==> config.mk <==
export PLATFORM = sky130hd
export DESIGN_NAME = dec_err_counter
export DESIGN_NICKNAME = d
export VERILOG_FILES = /design/src/rtl/dec_err_counter.sv
export SDC_FILE = /design/constraint.sdc
export NUM_CORES = 1
export LEC_CHECK = 0
export BUFFER_PORTS_ARGS = -buffer_cell sky130_fd_sc_hd__buf_2
export CAP_MARGIN = 10
export CORE_AREA = 2 2 39 41
export CTS_CLUSTER_DIAMETER = 150
export DETAILED_ROUTE_END_ITERATION = 8
export DIE_AREA = 0 0 41 43
export PLACE_DENSITY_LB_ADDON = 0.3
export SLEW_MARGIN = 40
export SYNTH_ARGS = -nofsm -noshare
export SYNTH_HDL_FRONTEND = slang
export SYNTH_SLANG_ARGS = --single-unit
export TNS_END_PERCENT = 5
==> constraint.sdc <==
create_clock -name clk -period 1.41 [get_ports clk]
set_input_delay 0 -clock clk [delete_from_list [all_inputs] [get_ports clk]]
set_output_delay 0 -clock clk [all_outputs]
set_load 0.05 [all_outputs]
==> src/rtl/dec_err_counter.sv <==
// Up-counter with synchronous clear (priority) and increment enable.
module dec_err_counter #(
  parameter int CNT_W = 5
) (
  input  logic             clk,
  input  logic             rst,
  input  logic             clr,
  input  logic             inc,
  output logic [CNT_W-1:0] cnt
);

  always_ff @(posedge clk) begin
    if (rst || clr) begin
      cnt <= '0;
    end else if (inc) begin
      cnt <= cnt + CNT_W'(1);
    end
  end

endmodule

==> results.txt <==
CP arrival - 1220 ps
I/O pin count - 9
Hold Fails Final Rpt - 0
drt wl/cell - 9.300 um
Core Util, Final - 22.88%
die height - 43 um
drt via density - 4.060
max-slew violation count - 0
Final Cell Area - 316.6 um^2
largest net degree at the start of global routing - 7
Pwr Density - 1086 nW/um^2
hold wc startpoint - inc
Max Clock Skew - 0.1793 ps
Post-Route M1 WL - 178 um
CP Class - flip-flop to flip-flop
Rows - 14
Largest regs - cnt: 5 flops
max reg flops - 5
initial detailed-routing violation count - 1
storage element area - 102.6 um^2
gr usage total - 8.133%
Worst Path Buf+Inv - 0
Worst Setup End Kind - flip-flop
RePlAce Congestion - 0.6063
clk root buf - clkbuf_4
CTS tree - done
worst hold path class - input pin to flip-flop
DP Area - 290.3 um^2
Worst-Skew Late Latency - 240 ps
Die X - 41 um
DR vias - 203
crit-path max cell delay - 330 ps
core area - 1384 um^2
Period minus WS final - 1089 ps
met2 WL - 255 um
DIE AREA - 1763 um^2
grt ovf - 0
sequential share of the synthesized area - 41.88%
syn_nets - 28
initial cell density of the core - 17.27%
CTS Buffer Depth - 2
syn avg cell area - 10.39 um^2
number of global-route vias before repair - 199
Ys Warns - 0
largest reg by FF count - cnt
Final #Nets - 40
Synth-to-Final Area Change - 32.46%
port bufs - 8
Synth Register Bits - 5
Clk pin slew, worst setup/hold paths - 40 ps
CP cell instances - ha_1, nand4_1, mux2_1
Least-Margin Pin Slew - 251.4 ps
critical path required time - 1540 ps
DR WL met3 - 21 um
number of antenna diodes - 0
DRT antenna net count - 0
critical path's slowest cell - dfxtp_2
multi-input logic area - 127.6 um^2
synthesized area - 239.0 um^2
antenna violations before repair - 0
delay-heaviest family, CP - flip-flops
Post-Synthesis Cells - 23
Max VDD drop - 222.4 uV
Rel. slew slack - 83.36%
post-CTS setup buffers - 0
CTS Hold Buffers Added - 0
r2r startpoint - cnt[0]$_SDFFE_PP0P_
CTS Buf Count - 3
first-pass GRT wire length - 855 um
post-DP HPWL - 363.7 um
post-detailed-routing wire length - 465 um
status - completed
setup TNS - 0 ps
Setup crit start kind - flip-flop
Leak Pwr - 0.1421 nW
CP Launch Point - cnt[0]$_SDFFE_PP0P_
post-synth cell types - 14
Pre-Repair DR Iteration Count - 2
Crit Path Max Fanout - 4
DR DRC count - 0
setup repair after global routing missed its margin - no
share of cells above drive strength 1 - 41.18%
Max Fclk - 918.3 MHz
CTS sink cnt - 5
Highest Signal Layer - met4
H-tree levels - 1
max-cap violations - 0
Fill cells - 168
Final period util - 77.23%
cts repair resizes - 0
setup violators final - 0
## layout make-up
class                           instances  area share (%)
Timing Repair Buffer                    8           12.65
Sequential cell                         5           32.41
Multi-Input combinational cell         17           40.32
Clock buffer                            4           8.300
Tap cell                               16           6.324
## worst paths after layout
check | to | depth (start not counted) | slack, ps
max | cnt[4]$_SDFFE_PP0P_ | 3 | 320
min | cnt[2]$_SDFFE_PP0P_ | 3 | 90
max reg2reg | cnt[4]$_SDFFE_PP0P_ | 3 | 320
min reg2reg | cnt[1]$_SDFFE_PP0P_ | 2 | 520
## stage by stage
| stage | power (mW) | setup WS (ps) | hold WS (ps) | std cells |
|---|---|---|---|---|
| 2_1_floorplan | 0.1696 | 134.1 | 178.1 | 23 |
| 3_3_place_gp | 0.1777 | 330.9 | 347.5 | 46 |
| 3_5_place_dp | 0.1774 | 326.4 | 344.9 | 46 |
| 6_report | 0.3437 | 321.0 | 91.38 | 50 |
| 4_1_cts | 0.3547 | 317.4 | 79.08 | 50 |
| 5_1_grt | 0.3672 | 246.8 | 117.3 | 50 |
## layer usage
layer / track usage [%] / vias up
li1: - / 104
met1: 9.003 / 91
met2: 9.063 / 6
met3: 3.141 / 2
met4: 12.00 / 0
met5: 0 / -
## worst register-to-register path: cells and delay by family (launching register included)
| family | cells | cell delay, ps |
|---|---|---|
| flops | 1 | 330 |
| mux | 1 | 310 |
| fa+ha+maj | 1 | 230 |
| simple gates | 1 | 110 |
## power by group
group	leakage (nW)	switching [mW]	internal, mW
sequential	0.0413	0.00204	0.144
clock	0.0150	0.0621	0.107
combinational	0.0857	0.0178	0.0102
## synthesized netlist by cell type
cell type	count	area, um^2
nor2_1	2	7.510
or2_2	1	6.260
nor3b_1	2	15.01
xnor2_1	1	8.760
mux2i_1	1	10.01
nor3_1	2	10.01
nand3b_1	1	7.510
nand4_1	2	12.51
ha_1	1	12.51
a21oi_1	1	5.000
dfxtp_1	5	100.1
mux2_1	2	22.52
buf_6	1	11.26
a21bo_1	1	10.01
## cell usage in the layout, fill, tap and decap left out, drive strengths merged
cell type / synthesis / final
mux2: 2 / 2
nand3b: 1 / 1
ha: 1 / 1
dfxtp: 5 / 5
a21bo: 1 / 1
nor3b: 2 / 2
nor2: 2 / 2
mux2i: 1 / 1
or2: 1 / 1
xnor2: 1 / 1
nor3: 2 / 2
clkbuf: 0 / 4
a21oi: 1 / 1
nand4: 2 / 2
buf: 1 / 8
## logic make-up after synthesis
group | count (synthesis) | synth area share [%]
XOR/XNOR | 1 | 3.666
buffers and inverters | 1 | 4.712
multiplexers | 3 | 13.61
flip-flops | 5 | 41.89
AND/OR/NAND/NOR | 10 | 24.61
adder cells (fa/ha/maj) | 1 | 5.235
AO/OA/AOI/OAI | 2 | 6.281
(Power assumes the default switching activity.)
